### src/rtl/fetch_stage.sv
// Instruction fetch stage: registered PC, fetch FSM and IF/ID pipeline register.
// Define FETCH_IMEM_WAIT_EN to honour imem_ready and enable the WAIT state.
module fetch_stage #(
    parameter logic [31:0] RESET_PC = 32'h0000_0000
) (
    input  logic        CLK,
    input  logic        reset,
    input  logic        StallF,
    input  logic        StallD,
    input  logic        PCsrcD,
    input  logic [31:0] pcBranchD,
    input  logic [31:0] imem_rdata,
    input  logic        imem_ready,
    output logic [31:0] pcF,
    output logic        imem_req,
    output logic [31:0] instructionD,
    output logic [31:0] pcplus4D,
    output logic        validD
);

`ifdef FETCH_IMEM_WAIT_EN
    typedef enum logic [1:0] {
        StBoot = 2'd0,
        StRun  = 2'd1,
        StWait = 2'd2
    } fetchState_e;

    logic readyEff;
    logic redirect;

    assign readyEff = imem_ready;
    assign redirect = PCsrcD && !StallF;
`else
    typedef enum logic [1:0] {
        StBoot = 2'd0,
        StRun  = 2'd1
    } fetchState_e;

    logic readyEff;
    logic unusedReady;

    // Memory is treated as always ready in this build.
    assign readyEff    = 1'b1;
    assign unusedReady = imem_ready;
`endif

    fetchState_e state;
    logic [31:0] pcplus4F;
    logic        fetchOk;

    assign pcplus4F = pcF + 32'd4;
    assign fetchOk  = imem_req && readyEff;

    always_ff @(posedge CLK) begin
        if (!reset) begin
            state    <= StBoot;
            imem_req <= 1'b0;
        end else begin
            unique case (state)
                StBoot: begin
                    state    <= StRun;
                    imem_req <= 1'b1;
                end
                StRun: begin
`ifdef FETCH_IMEM_WAIT_EN
                    if (imem_req && !readyEff) begin
                        state <= StWait;
                    end
`endif
                    imem_req <= 1'b1;
                end
`ifdef FETCH_IMEM_WAIT_EN
                StWait: begin
                    // A redirect abandons the pending fetch; the new PC is requested next cycle.
                    if (readyEff || redirect) begin
                        state <= StRun;
                    end
                    imem_req <= 1'b1;
                end
`endif
                default: begin
                    state    <= StBoot;
                    imem_req <= 1'b0;
                end
            endcase
        end
    end

    always_ff @(posedge CLK) begin
        if (!reset) begin
            pcF <= RESET_PC;
        end else if (StallF) begin
            pcF <= pcF;
        end else if (PCsrcD) begin
            pcF <= pcBranchD;
        end else if (fetchOk) begin
            pcF <= pcplus4F;
        end
    end

    always_ff @(posedge CLK) begin
        if (!reset) begin
            instructionD <= 32'h0000_0000;
            pcplus4D     <= 32'h0000_0000;
            validD       <= 1'b0;
        end else if (StallD) begin
            instructionD <= instructionD;
            pcplus4D     <= pcplus4D;
            validD       <= validD;
        end else if (fetchOk && !StallF && !PCsrcD) begin
            instructionD <= imem_rdata;
            pcplus4D     <= pcplus4F;
            validD       <= 1'b1;
        end else begin
            // Flush on a taken branch, or no word delivered this cycle.
            instructionD <= 32'h0000_0000;
            pcplus4D     <= 32'h0000_0000;
            validD       <= 1'b0;
        end
    end

endmodule

### config.mk
export PLATFORM = sky130hd
export DESIGN_NAME = fetch_stage
export DESIGN_NICKNAME = d
export VERILOG_FILES = /design/src/rtl/fetch_stage.sv
export SDC_FILE = /design/constraint.sdc
export NUM_CORES = 1
export LEC_CHECK = 0
export ABC_CLOCK_PERIOD_IN_PS = 5500
export CAP_MARGIN = 20
export CORE_MARGIN = 2
export CORE_UTILIZATION = 43
export CTS_CLUSTER_DIAMETER = 50
export CTS_CLUSTER_SIZE = 24
export DETAILED_ROUTE_END_ITERATION = 10
export GPL_ROUTABILITY_DRIVEN = 0
export GPL_TIMING_DRIVEN = 0
export PLACE_DENSITY_LB_ADDON = 0.15
export SLEW_MARGIN = 20
export SYNTH_ARGS = -nofsm -noshare
export SYNTH_HDL_FRONTEND = slang
export SYNTH_SLANG_ARGS = --single-unit
### constraint.sdc
create_clock -name CLK -period 5.5 [get_ports CLK]
set_clock_uncertainty 0.05 [all_clocks]
set_input_delay 1.375 -clock CLK [delete_from_list [all_inputs] [get_ports CLK]]
set_output_delay 1.375 -clock CLK [all_outputs]
set_load 0.05 [all_outputs]
Word level (Yosys, flattened, before mapping)
Index checks and enable logic that the tools add are counted.

word-level totals
  flip-flop bits (word level) = 100
  input bits = 70
  output and inout port bits = 98
  logic and storage cells = 24

cells by class
  $add $sub $neg = 1
  eq/ne operators = 1
  muxes and demuxes = 7
  bitwise logic cells = 1
  reductions and logical operators = 8

operators by type and width
  kind                   count
  $mux 32                4
  $add 32x3->32 const B  1
  $pmux 2 s2             1
  $eq 2x1->1 const B     1
  $logic_and 1x1->1      2
  $logic_not 1->1        2
  $logic_not 2->1        1
  $mux 1                 2
  $reduce_and 2->1       1
  $reduce_bool 2->1      1
  $reduce_or 2->1        1
  $not 1->1              1

Longest topological paths before layout
Gate-level depths: netlist of the first run.

  depth in word-level cells = 4
  mapped depth = 7
  depth with buffers taken out = 6

Worst setup path before layout of the first run
OpenSTA, ideal clock, no wires.

  path type = input -> register
  start = in PCsrcD
  end = reg instructionD[20]
  library setup time = 59 ps
  arrival time = 2570 ps
  data required time = 5391 ps
  path slack = 2820 ps
  stages on the path = 7
  buffers on the path = 2
  cells stage by stage = clkbuf_1 nand2b_1 nor2_1 clkbuf_1 nand2_1 o21ai_0 and2_1

on the way
  cells in the longest elaborated chain, start to end = 3

ends and longest elaborated chain
  item                    line  RTL
  start: declaration      10    input logic PCsrcD,
  $logic_not 1->1         110   end else if (fetchOk && !StallF && !PCsrcD) begin
  $logic_and 1x1->1       110
  $mux 32                 110
  end signal: assignment  107   instructionD <= instructionD;
  end signal: assignment  111   instructionD <= imem_rdata;
  end: declaration        16    output logic [31:0] instructionD,

Every way passes these cells.
A chain may end at the register's enable or synchronous reset.

==> impl_results.md, run 1 <==
* Core footprint at 10300 sq um
* Routed len/inst at 16.7 microns
* Largest net degree at the start of global routing at 16
* Skew-Pair Late Insertion Delay at 380 ps
* Residual DRC at 0
* Pins Over Slew Limit at 0
* Status: finished, final reports clean
* Final std cells w/o fill at 865
* Power Internal at 1.06 mW
* CP max FO at 10
* Seq/Total Area, Yosys at 0.432
* Hold_buf cts at 0
* Number of global-route vias before repair at 4399
* Warnings, synthesis at 0
* Post-CTS setup buffer count at 0
* Initial antenna violation count at 0
* Final hold vios at 0
* Slew HR at 0.504
* Critical Path AT at 3590 ps
* Root Buffer: clkbuf_8
* Commonest cells after routing, fill and taps aside: clkdlybuf4s50_1, nand2_1, dfxtp_1, o21ai_0, a21oi_1
* CP endpoint kind: flip-flop
* Worst min-delay path class: flip-flop to flip-flop
* Std cell rows at 37
* Critical Path Start Type: input port
* Sequential Power Share at 0.503
* Area Growth Syn to Fin at 44.4%
* Final period util at 0.618
* NetSw at 0.438 mW
* Inserted Clock Buffers at 9
* RSZ-0062 raised after global routing: no
* Placed cell count at 850
* # nets final at 796
* Synth unique cells at 53
* Final setup TNS at 0 ps
* Clock transition at path regs at 90 ps
* Setup WS post-layout at 2100 ps
* Synthesized cell area at 4540 sq um
* Power share of the clock group at 0.319
* # setup viols final at 0
* Pre-CTS setup slack at 1740 ps
* Port bufs at 165
* Clk sinks at 98
* Syn avg cell area at 8.27 sq um
* Final ANT Viol Nets at 0
* # IOs at 168
* Layout cells sized above 1 at 0.0576
* Peak Freq at 294 MHz
* Core Util, Final at 0.638
* Tot GR Track Use at 0.251
* Overflow after GRT at 0
* Synthesized net count at 620
* Fin crit period at 3400 ps
* Power Density at 228 nW/um^2
* Initial Util at 0.442
* Peak supply drop at 0.128 mV
* Die height at 107 microns
* Clock Path Buffers at 2
* Hpwl dp at 10.7 mm
* Cells after Synth at 549
* Critical Path RT at 5690 ps
* Vias at 4690
* Leak Pwr at 2.21 nW
* DRT iter0 DRCs at 273
* Logic pwr share at 0.178
* Crit path kind: input port to flip-flop
* Total Wirelength at 14.5 mm
* Antenna cells at 0
* First-pass iteration count of the detailed router at 5
* Die area at 11400 sq um
* Vias/cell at 5.42
* Commonest non-fill, non-tap cell in the layout: clkdlybuf4s50_1
* Max-cap violations at 0
* Sw Ratio at 0.293
* Die Wd at 107 microns
* Max H-tree Level at 3
* Post-CTS Resized at 0
* Actual slew at the worst max-slew pin at 744 ps
* CTS tree: yes
* First-pass GRT wire length at 22.5 mm
* Number of synthesized register bits at 98
[flip-flops by register name, summed over array words and instances (netlist names)]
register / count
validD: 1
instructionD: 32
imem_req: 1
pcF: 32
pcplus4D: 32
[per-layer routing]
layer  GRT usage  vias up  routed length (microns)
met5           0        -                        0
met4      0.0835        0                      205
met3      0.0401       20                      993
met2       0.429      190                     6910
met1       0.324     2197                     6370
li1            -     2283                        -
[power groups by stage]
stage | Sequential [mW] | Combinational, mW | Clock [mW]
global placement | 0.766 | 0.262 | 0
finish | 0.751 | 0.266 | 0.476
global route | 0.754 | 0.281 | 0.509
detailed placement | 0.767 | 0.264 | 0
CTS | 0.750 | 0.266 | 0.481
floorplan | 0.827 | 0.0823 | 0
[worst paths after layout]
check / endpoint / slack [ps] / cells past startpoint / startpoint
worst min register to register: pcplus4D[23] / 410 / 2 / pcplus4D[23]
worst min-delay path: pcplus4D[23] / 410 / 2 / pcplus4D[23]
worst max register to register: pcF[24] / 3290 / 7 / pcF[2]
worst max-delay path: pcF[22] / 2100 / 7 / reset
[cell families (layout without fill, tap and decap cells)]
kind of cell | Yosys count | after routing | share of synthesized area
buf+inv | 47 | 227 | 0.0419
compound gates | 143 | 143 | 0.189
fa+ha+maj | 1 | 1 | 0.00276
simple gates | 232 | 232 | 0.280
flops | 98 | 98 | 0.432
xor+xnor | 28 | 28 | 0.0540
[critical path, cell delays in order]
cell and delay [ps]:
clkdlybuf4s50_1 580, inv_1 130, clkbuf_1 470, nor2_1 150
nand2_1 250, buf_1 460, o22ai_1 170
[cells in the mapped netlist, drive strengths merged]
library cell,instances,area (sq um)
a211o,1,8.76
a211oi,5,37.5
a21boi,1,7.51
a21o,3,22.5
a21oi,40,200
a22o,1,8.76
a22oi,15,113
a311oi,4,35.0
a31o,1,8.76
a31oi,2,12.5
a41oi,2,17.5
and2,20,125
and3,8,51.3
and4,3,26.3
buf,7,40.0
clkbuf,35,131
clkinv,2,7.51
dfxtp,98,1960
ha,1,12.5
inv,3,11.3
nand2,101,379
nand2b,1,6.26
nand3,13,70.1
nand3b,22,165
nand4,13,103
nor2,26,105
nor2b,3,18.8
nor3,9,60.1
nor3b,1,12.5
nor4,6,97.6
nor4b,1,15.0
o211ai,1,7.51
o21ai,50,254
o21bai,1,7.51
o221a,2,22.5
o22ai,13,87.6
o31ai,1,7.51
or2,2,17.5
or3,3,18.8
xnor2,18,158
xor2,10,87.6
[through the flow]
stage               cell area [sq um]  hold slack [ps]  total power [mW]
CTS                              6550              416              1.50
finish                           6550              415              1.49
global placement                 6360              392              1.03
floorplan                        4540              612             0.909
global route                     6550              428              1.55
detailed placement               6360              396              1.03
[cell type report]
type	count	area (sq um)
fillers	921	3720
multi-input cells	404	2390
flip-flops and latches	98	1960
repair buffers	165	1650
plain buffers	42	171
well taps	136	170
clock buffers	10	138
clock inverters	5	55.1
inverters	5	18.8
Power figures use the tool's default switching activity.
==> run 2: changes to the inputs <==
Settings changed: ABC_CLOCK_PERIOD_IN_PS 5500 to 3350.
Clock period 5.5 ns to 3.35 ns, I/O delays scaled along.
==> results of run 2 <==
The final DEF is identical to that of run 1. Status: finished, final reports clean.
Among the figures that moved: setup slack after placement 1740 ps -> 125 ps; setup slack after layout 2100 ps -> 487 ps; register-to-register setup slack 3290 ps -> 1140 ps; total power 1.49 mW -> 2.45 mW; worst IR drop on VDD 0.128 mV -> 0.211 mV
